==> src/rtl/fall_alarm_annunciator.sv <==
// Nurse-station annunciator: latches fall alarms, drives LED/buzzer cadence,
// escalates unacknowledged alarms to the pager and counts alarm events.
module fall_alarm_annunciator #(
  parameter int TICKS_PER_MS = 1000,
  parameter int BEEP_ON_MS   = 500,
  parameter int BEEP_OFF_MS  = 500,
  parameter int ESCALATE_MS  = 60000
) (
  input  logic       clk,
  input  logic       reset,
  input  logic       alarm,
  input  logic       caregiver_ack,
  input  logic       pager_ack,
  output logic       buzzer,
  output logic       alarm_led,
  output logic       pager_req,
  output logic [7:0] event_count
);

  localparam int CYCLE_MS = BEEP_ON_MS + BEEP_OFF_MS;
  localparam int PW = $clog2(TICKS_PER_MS + 1);
  localparam int CW = $clog2(CYCLE_MS + 1);
  localparam int EW = $clog2(ESCALATE_MS + 1);

  typedef enum logic [1:0] {S_IDLE, S_ALERT, S_ESCALATE, S_ACKED} state_t;

  state_t        state_reg, state_next;
  logic          alarm_q, alarm_qq, ack_q, ack_qq, pack_q;
  logic [PW-1:0] presc_reg, presc_next;
  logic [CW-1:0] phase_reg, phase_next;
  logic [EW-1:0] esc_reg, esc_next;
  logic [7:0]    count_reg, count_next;
  logic          pager_reg, pager_next;
  logic          buzzer_reg, buzzer_next;
  logic          led_reg, led_next;

  logic alarm_rise, ack_rise, tick;

  // Edges are taken on the registered copies so a level held across an
  // alarm rise never counts as a fresh acknowledge.
  assign alarm_rise = alarm_q & ~alarm_qq;
  assign ack_rise   = ack_q & ~ack_qq;
  assign tick       = (presc_reg == PW'(TICKS_PER_MS - 1));

  always_ff @(posedge clk) begin
    if (!reset) begin
      state_reg  <= S_IDLE;
      alarm_q    <= 1'b0;
      alarm_qq   <= 1'b0;
      ack_q      <= 1'b0;
      ack_qq     <= 1'b0;
      pack_q     <= 1'b0;
      presc_reg  <= '0;
      phase_reg  <= '0;
      esc_reg    <= '0;
      count_reg  <= '0;
      pager_reg  <= 1'b0;
      buzzer_reg <= 1'b0;
      led_reg    <= 1'b0;
    end else begin
      state_reg  <= state_next;
      alarm_q    <= alarm;
      alarm_qq   <= alarm_q;
      ack_q      <= caregiver_ack;
      ack_qq     <= ack_q;
      pack_q     <= pager_ack;
      presc_reg  <= presc_next;
      phase_reg  <= phase_next;
      esc_reg    <= esc_next;
      count_reg  <= count_next;
      pager_reg  <= pager_next;
      buzzer_reg <= buzzer_next;
      led_reg    <= led_next;
    end
  end

  always_comb begin
    state_next = state_reg;
    presc_next = presc_reg;
    phase_next = phase_reg;
    esc_next   = esc_reg;
    count_next = count_reg;
    // Pager request clears once the link accepts it; an escalation below overrides.
    pager_next = pack_q ? 1'b0 : pager_reg;

    case (state_reg)
      S_IDLE: begin
        if (alarm_rise) begin
          state_next = S_ALERT;
          presc_next = '0;
          phase_next = '0;
          esc_next   = '0;
          if (count_reg != 8'hFF) count_next = count_reg + 8'd1;
        end
      end
      S_ALERT: begin
        presc_next = tick ? '0 : presc_reg + PW'(1);
        if (tick) begin
          phase_next = (phase_reg == CW'(CYCLE_MS - 1)) ? '0 : phase_reg + CW'(1);
          esc_next   = esc_reg + EW'(1);
        end
        if (!alarm_q) begin
          state_next = S_IDLE;
        end else if (ack_rise) begin
          state_next = S_ACKED;
        end else if (tick && esc_reg == EW'(ESCALATE_MS - 1)) begin
          state_next = S_ESCALATE;
          pager_next = 1'b1;
        end
      end
      S_ESCALATE: begin
        if (!alarm_q)      state_next = S_IDLE;
        else if (ack_rise) state_next = S_ACKED;
      end
      S_ACKED: begin
        if (!alarm_q) state_next = S_IDLE;
      end
      default: state_next = S_IDLE;
    endcase

    // Outputs follow the state being entered so they change on the same edge.
    led_next    = (state_next == S_ALERT) || (state_next == S_ESCALATE);
    buzzer_next = (state_next == S_ESCALATE) ||
                  ((state_next == S_ALERT) && (phase_next < CW'(BEEP_ON_MS)));
  end

  assign buzzer      = buzzer_reg;
  assign alarm_led   = led_reg;
  assign pager_req   = pager_reg;
  assign event_count = count_reg;

endmodule

==> config.mk <==
export PLATFORM = sky130hd
export DESIGN_NAME = fall_alarm_annunciator
export DESIGN_NICKNAME = d
export VERILOG_FILES = /design/src/rtl/fall_alarm_annunciator.sv
export SDC_FILE = /design/constraint.sdc
export NUM_CORES = 1
export LEC_CHECK = 0
export ABC_AREA = 1
export CORE_MARGIN = 2
export CORE_UTILIZATION = 53
export CTS_CLUSTER_SIZE = 40
export DETAILED_ROUTE_END_ITERATION = 16
export PLACE_DENSITY = 0.72
export SLEW_MARGIN = 10
export SYNTH_ARGS = -nofsm -noshare
export SYNTH_HDL_FRONTEND = slang
export SYNTH_SLANG_ARGS = --single-unit
==> constraint.sdc <==
create_clock -name clk -period 3.89 [get_ports clk]
set_input_delay 0.778 -clock clk [delete_from_list [all_inputs] [get_ports clk]]
set_output_delay 0.778 -clock clk [all_outputs]
set_load 0.01 [all_outputs]
# After elaboration in Yosys (flattened, before gate mapping)
# Cells that the tools add are included.
# op_classes
mux	23
n_reduce_logical	9
order_cmp	1
n_eq_ne	11
add_sub_neg	4
n_bitwise	4
# op_table
op	n
2-to-1 mux 10 bit	5
case mux 10 bit (2 select lines)	2
2-to-1 mux 16 bit	2
case mux 16 bit (2 select lines)	1
adder 10 x 1 -> 10 bit (second input constant)	2
equality test 10 bit (second input constant)	2
adder 16 x 1 -> 16 bit (second input constant)	1
equality test 16 bit (second input constant)	1
2-to-1 mux 2 bit	7
< comparator 10 x 9 -> 1 bit (second input constant)	1
adder 8 x 1 -> 8 bit (second input constant)	1
!= test 8 bit (second input constant)	1
case mux 2 bit (4 select lines)	1
equality test 2 bit (second input constant)	3
AND reduction 3 bit	2
2-to-1 mux 1 bit	5
equality test 2 x 1 -> 1 bit (second input constant)	2
!= test 2 bit (second input constant)	2
AND 1 bit	2
logical AND 1 bit	2
logical NOT 2 bit	1
logical OR 1 bit	2
NOT 1 bit	2
AND reduction 2 bit	1
nonzero test 2 bit	1
# word_totals
reg_bits	54
elab_cells	65
in_bits	5
output_inout_bits	11

# Logic depth before layout (Yosys ltp)
# Gate-level depths: netlist of the first run.
# logic_depth
ltp_word	9
mapped_depth	15

# Worst setup path before layout of the first run
# Ideal clock, no wire load.
# synth_timing
path_type	flip-flop to flip-flop
from	register presc_reg[0]
to	register buzzer_reg (netlist: buzzer)
required_ns	3.758
n_path_buf	0
stages_incl_launch_ff	16
setup_slack_ns	1.982
arrival_ns	1.775
path_cell_list	dfxtp_1 -> ha_1 -> nand2_1 -> nor2_4 -> nand3_2 -> nor3_1 -> o211ai_1 -> nand2_1 -> nand2_1 -> nand3_1 -> nand2_1 -> ha_1 -> inv_1 -> nor2_1 -> nand2_1 -> a21oi_1
# synth_between
elab_chain_cells	9
# synth_rtl
element	line_no	rtl
start, declared	29	logic [PW-1:0] presc_reg, presc_next;
start signal, assigned	67	presc_reg <= presc_next;
equality test 10 bit (*)	43	assign tick = (presc_reg == PW'(TICKS_PER_MS - 1));
logical AND 1 bit (*)	106	end else if (tick && esc_reg == EW'(ESCALATE_MS - 1)) begin
2-to-1 mux 2 bit (*)	106	
2-to-1 mux 2 bit (*)	104	end else if (ack_rise) begin
2-to-1 mux 2 bit (*)	102	if (!alarm_q) begin
case mux 2 bit (4 select lines) (*)	86	case (state_reg)
net state_next[0]	27	state_t state_reg, state_next;
equality test 2 x 1 -> 1 bit	124	((state_next == S_ALERT) && (phase_next < CW'(BEEP_ON_MS)));
logical AND 1 bit	124	
logical OR 1 bit (*)	123	buzzer_next = (state_next == S_ESCALATE) ||
end signal, assigned	72	buzzer_reg <= buzzer_next;
end, declared	34	logic buzzer_reg, buzzer_next;
# The timed path passes the listed nets; every way through them passes the cells marked *.
# A chain may end at the register's enable or synchronous reset.

==> flow_summary.toml, run 1 <==
[placed_design]
numPortBuffers = 15
place_hpwl_mm = 3.96
gp_congestion = 0.828
pre_cts_slack_ns = 0.910
placedCellCount = 485

[cts]
htreeDepth = 2
hold_buffers = 0
cts_setup_buffers = 0
cts_tree = "built"
worst_setup_hold_path_clk_slew_ns = 0.10
insertion_delay_ns = 0.31
cts_root_buffer = "clkbuf_8"
cts.sinks = 54
clock_tree.buffer_depth = 2
cts-resized-gates = 0
cts_made_buffers = 5

[timing]
slew_headroom_pct = 54.7
timing.final.crit_share_pct = 67.6
period_minus_slack_ns = 2.63
setup_tns_ns = 0
finalMaxSlewViolations = 0
hold_violations = 0
fin_skew_ns = 0.00871
worst_pin_slew_ns = 0.678
timing.final.ws_setup_ns = 1.26
rsz0062_at_grt = "false"
setup_viol = 0
fmax_mhz = 380

[cells_and_area]
final_cell_mix = "96 x nand2_1, 60 x inv_1, 54 x dfxtp_1"
fin_nets = 433
final_layout_size_suffix_gt1_share_pct = 9.46
final_common_cell = "nand2_1"
syn2layout_area_growth_pct = 11.5
antenna_cells = 0
fin_cells = 493
nFillCells = 496
largest_reg_flops = 16

[logic_synthesis]
synth_largest_area_cell = "dfxtp_1"
synthSimpleGateAreaFrac_pct = 37.2
syn_avg_cell_area_um2 = 6.93
synth_compound_area_share_pct = 10.1
synth_top_area_share_pct = 38.4
yosysWarnings = 0
synth_xor_area_share_pct = 1.87
synthAdderAreaFrac_pct = 2.67
ys_ff_latch = 54
ys_types = 39
synth.yosys.seq_area_share_pct = 38.4
synth.area.top_cells = "dfxtp_1 38%, nand2_1 13%, inv_1 8.0%, nand3_1 5.9%, nor2_1 5.5%"
synthMuxAreaShare_pct = 0
synth_top_family_by_area = "simple AND/OR/NAND/NOR gates"
synth_area_um2 = 2810
netlist_instances = 406
syn_nets = 417

[floorplan]
core_area_um2 = 5110
initial_core_util_pct = 55.1
die_w_um = 76.9
die_area_um2 = 5910
ios = 16
rows = 26
fp.dieH_um = 76.9

[flow_run]
cap_violations = 0

[drt]
ant_nets = 0
route.detailed.wl_per_inst_um = 10.8
vias = 2472
vias_per_cell = 5.01
routed_wl_mm = 5.30
drtIter0Drc = 133
drc = 0
dr.pass1.iters = 4

[power]
power_density_nw_per_um2 = 318
irDropWorstVdd_uv = 245
power.internal_mw = 0.770
power.switching_mw = 0.227
power_frac_seq_pct = 56.5
pwr-share-clk_pct = 37.2
swShare_pct = 22.8
combPwrFrac_pct = 6.3
p_leak_nw = 1.24

[global_route]
grt_overflow_total = 0
gr-max-usage-layer = "met2"
grt_pass1_wl_mm = 9.56
met2_usage_pct = 31.1
grt_pass1_vias = 2247
met3_usage_pct = 3.88
grt_usage_pct = 19.5
grt_start_max_net_pins = 22
grtUsageMet1_pct = 26.6
antenna_found_initial = 0

[critical_path]
slowest_delay_ns = 0.65
crit_family = "buffers and inverters"
slowest_stage = "nor2_1"
worstSetupPathType = "in2reg"
end_kind = "flop"
worst_path_most_repeated_cell = "inv_1"
cp.required_ns = 4.11
crit_buf_inv = 4
path_cells = "clkdlybuf4s50_1, buf_4, inv_1, nor2_1, inv_1, a221oi_1"
start_kind = "input pin"
arrival_ns = 2.85
critPathMaxFanout = 21

[status]
outcome = "complete, no violations"

[min_path]
hold_path_class = "reg2reg"
## metrics by stage
| step | utilization [%] | area [um2] | hold slack (ns) | power (mW) |
|---|---|---|---|---|
| finish | 61.4 | 3140 | 0.443 | 0.997 |
| global route | 61.4 | 3140 | 0.480 | 1.04 |
| CTS | 61.4 | 3140 | 0.446 | 1.01 |
| detailed placement | 59.3 | 3030 | 0.433 | 0.639 |
| global placement | 59.3 | 3030 | 0.416 | 0.639 |
| floorplan | - | 2810 | 0.407 | 0.619 |
## final cells by class
| class | instances | area [um2] | area share (%) |
|---|---|---|---|
| Timing Repair Buffer | 16 | 158 | 5.03 |
| Tap cell | 70 | 87.6 | 2.79 |
| Clock inverter | 3 | 40.0 | 1.28 |
| Inverter | 64 | 240 | 7.66 |
| Sequential cell | 54 | 1080 | 34.5 |
| Multi-Input combinational cell | 281 | 1460 | 46.6 |
| Clock buffer | 5 | 68.8 | 2.19 |
## power by group through the flow
stage / registers [mW] / logic, mW / clock network (mW)
after floorplan: 0.577 / 0.0423 / 0
after global placement: 0.576 / 0.0621 / 0
after detailed placement: 0.577 / 0.0629 / 0
after CTS: 0.564 / 0.0630 / 0.385
after global routing: 0.565 / 0.0714 / 0.400
final: 0.564 / 0.0624 / 0.371
## cell families after synthesis
| group | Yosys count |
|---|---|
| and+or+nand+nor | 218 |
| xor gates and xnor gates | 6 |
| adders and majority gates | 6 |
| AOI/OAI and AO/OA | 51 |
| buffers and inverters | 71 |
| DFF | 54 |
## synthesized netlist by cell type, drive strengths merged
cell type,n
xor2,5
buf,2
nor3,10
ha,6
o21ba,1
clkbuf,5
nor2,49
nor4,2
a21oi,28
o32ai,1
nand3b,1
nand3,35
xnor2,1
a211oi,2
a221oi,1
inv,64
o21bai,1
nand2,105
or2,2
o21ai,16
nand4,9
o211ai,1
dfxtp,54
nor3b,4
and2,1
## per-layer routing
| metal | up-vias | routed length (um) |
|---|---|---|
| met4 | 0 | 61 |
| li1 | 1332 | - |
| met3 | 6 | 198 |
| met2 | 40 | 2380 |
| met1 | 1094 | 2660 |
| met5 | - | 0 |
## worst min-delay path, cell delays in order (launching register included)
cell,delay (ns)
dfxtp_1,0.32
nand2_1,0.06
inv_1,0.03
## path summary, 6_finish.rpt
path                startpoint      endpoint  slack [ns]  cells after the start
setup / recovery         reset  presc_reg[2]        1.26                      6
hold reg to reg          ack_q        ack_qq        0.44                      2
hold / removal           ack_q        ack_qq        0.44                      2
setup reg to reg  presc_reg[0]        buzzer        1.61                     15
(Power assumes the default switching activity.)
==> run 2, diff against run 1 <==
- clock period: 3.89 -> 2.6 ns (I/O delays scaled with it)
==> run 2 against run 1 <==
Utilization about the same. Final cell count increased by 0.41%. Clock power increased by 30%. Setup slack lost 0.82 ns. Sequential power up 49%. Die area unchanged. Sequential share of layout area hardly changed. Global-route usage about the same. Combinational power is 55% higher. Register-to-register slack lost 1.2 ns. Via count fell by 0.89%. Critical path depth rose by 9. Critical endpoint is now buzzer. Highest routed layer unchanged.
==> flow_summary.toml, run 2 (synthesis gave the netlist of run 1 again) <==
[status]
outcome = "complete, no violations"

[critical_path]
critPathMaxFanout = 6
worstSetupPathType = "reg2reg"
arrival_ns = 2.35
start_kind = "flop"
cp.required_ns = 2.79
end_kind = "flop"
rrSetupSlack_ns = 0.44
reg2reg_depth = 15

[power]
pwr-share-clk_pct = 34.0
power_frac_seq_pct = 59.2
swShare_pct = 23.8
p_leak_nw = 1.23
combPwrFrac_pct = 6.8
irDropWorstVdd_uv = 302
power.internal_mw = 1.09
power.switching_mw = 0.338
power_density_nw_per_um2 = 454

[min_path]
hold_path_depth = 2
hold_path_class = "reg2reg"

[drt]
route.detailed.wl_per_inst_um = 10.9
vias_per_cell = 4.95
routed_wl_mm = 5.40
ant_nets = 0
drc = 0
drtIter0Drc = 87
vias = 2450
dr.pass1.iters = 4

[cts]
worst_setup_hold_path_clk_slew_ns = 0.09
clock_tree.buffer_depth = 2
cts_setup_buffers = 0
cts_made_buffers = 5
cts_tree = "built"
insertion_delay_ns = 0.30
cts.sinks = 54
hold_buffers = 0
cts-resized-gates = 0
cts_root_buffer = "clkbuf_8"
htreeDepth = 2

[global_route]
grt_usage_pct = 19.5
grt_pass1_vias = 2234
antenna_found_initial = 0
grt_overflow_total = 0
grt_start_max_net_pins = 21
grt_pass1_wl_mm = 9.53

[placed_design]
gp_congestion = 0.837
place_hpwl_mm = 4.02
pre_cts_slack_ns = 0.433
placed_cell_area_um2 = 3040
numPortBuffers = 15

[timing]
timing.final.crit_share_pct = 82.9
worst_pin_slew_ns = 0.575
hold_violations = 0
fmax_mhz = 464
period_minus_slack_ns = 2.16
finalMaxSlewViolations = 0
setup_tns_ns = 0
fin_skew_ns = 0.00388
setup_viol = 0
rsz0062_at_grt = "false"
slew_headroom_pct = 61.3
timing.final.ws_setup_ns = 0.445

[cells_and_area]
antenna_cells = 0
final_common_cell = "nand2_1"
syn2layout_area_growth_pct = 11.5
final_layout_size_suffix_gt1_share_pct = 9.88
nFillCells = 493
final_cell_mix = "96 x nand2_1, 60 x inv_1, 54 x dfxtp_1"
fin_nets = 435
final_area_um2 = 3140
largest_reg_flops = 16

[floorplan]
die_area_um2 = 5910
core_area_um2 = 5110
initial_core_util_pct = 55.1
rows = 26
fp.dieH_um = 76.9
die_w_um = 76.9
ios = 16

[flow_run]
cap_violations = 0
## run 2: changes by cell type in the layout (fill, tap and decap cells not counted)
cell and delta:
buf_4 +2, bufinv_16 -1, clkbuf_8 +1, clkinv_2 -1, clkinvlp_4 +1
## run 2: final cells by class
class,count,area [um2],area share (%)
multi-input cells,281,1460,46.5
inverters,64,240,7.66
flip-flops and latches,54,1080,34.5
clock inverters,2,12.5,0.399
repair buffers,18,173,5.50
well taps,70,87.6,2.79
clock buffers,6,82.6,2.63
## run 2: routing by layer
layer  vias up  track usage [%]  routed length, um
met3         4             3.76                185
li1       1329                -                  -
met2        29             32.4               2410
met1      1088             25.5               2740
met4         0             6.36                 56
met5         -                0                  0
## run 2: final timing paths
check | from | endpoint
worst min-delay path | ack_q | ack_qq
worst min register to register | ack_q | ack_qq
worst max-delay path | presc_reg[0] | buzzer
worst max register to register | presc_reg[0] | buzzer
## run 2: worst max-delay path, stage by stage (launching register included)
cell and delay (ns):
dfxtp_1 0.37, ha_1 0.18, nand2_1 0.10, nor2_4 0.14
nand3_2 0.15, nor3_1 0.33, o211ai_1 0.15, nand2_1 0.09
nand2_1 0.05, nand3_1 0.06, nand2_1 0.06, ha_1 0.18
inv_1 0.05, nor2_1 0.04, nand2_1 0.06, a21oi_1 0.05
## run 2: power groups by stage
stage	Clock, mW	Combinational, mW	Sequential, mW
after floorplan	0	0.0633	0.863
after global placement	0	0.0965	0.862
after detailed placement	0	0.0973	0.862
after CTS	0.502	0.0974	0.843
after global routing	0.523	0.110	0.845
final	0.484	0.0967	0.843
## run 2: through the flow
step           std cells  hold WS [ns]  total power [mW]  util, %
6_report             495         0.431              1.42     61.4
5_1_grt              495         0.445              1.48     61.4
4_1_cts              495         0.433              1.44     61.4
3_5_place_dp         487         0.420             0.960     59.6
3_3_place_gp         487         0.412             0.959     59.6
2_1_floorplan        406         0.407             0.926        -
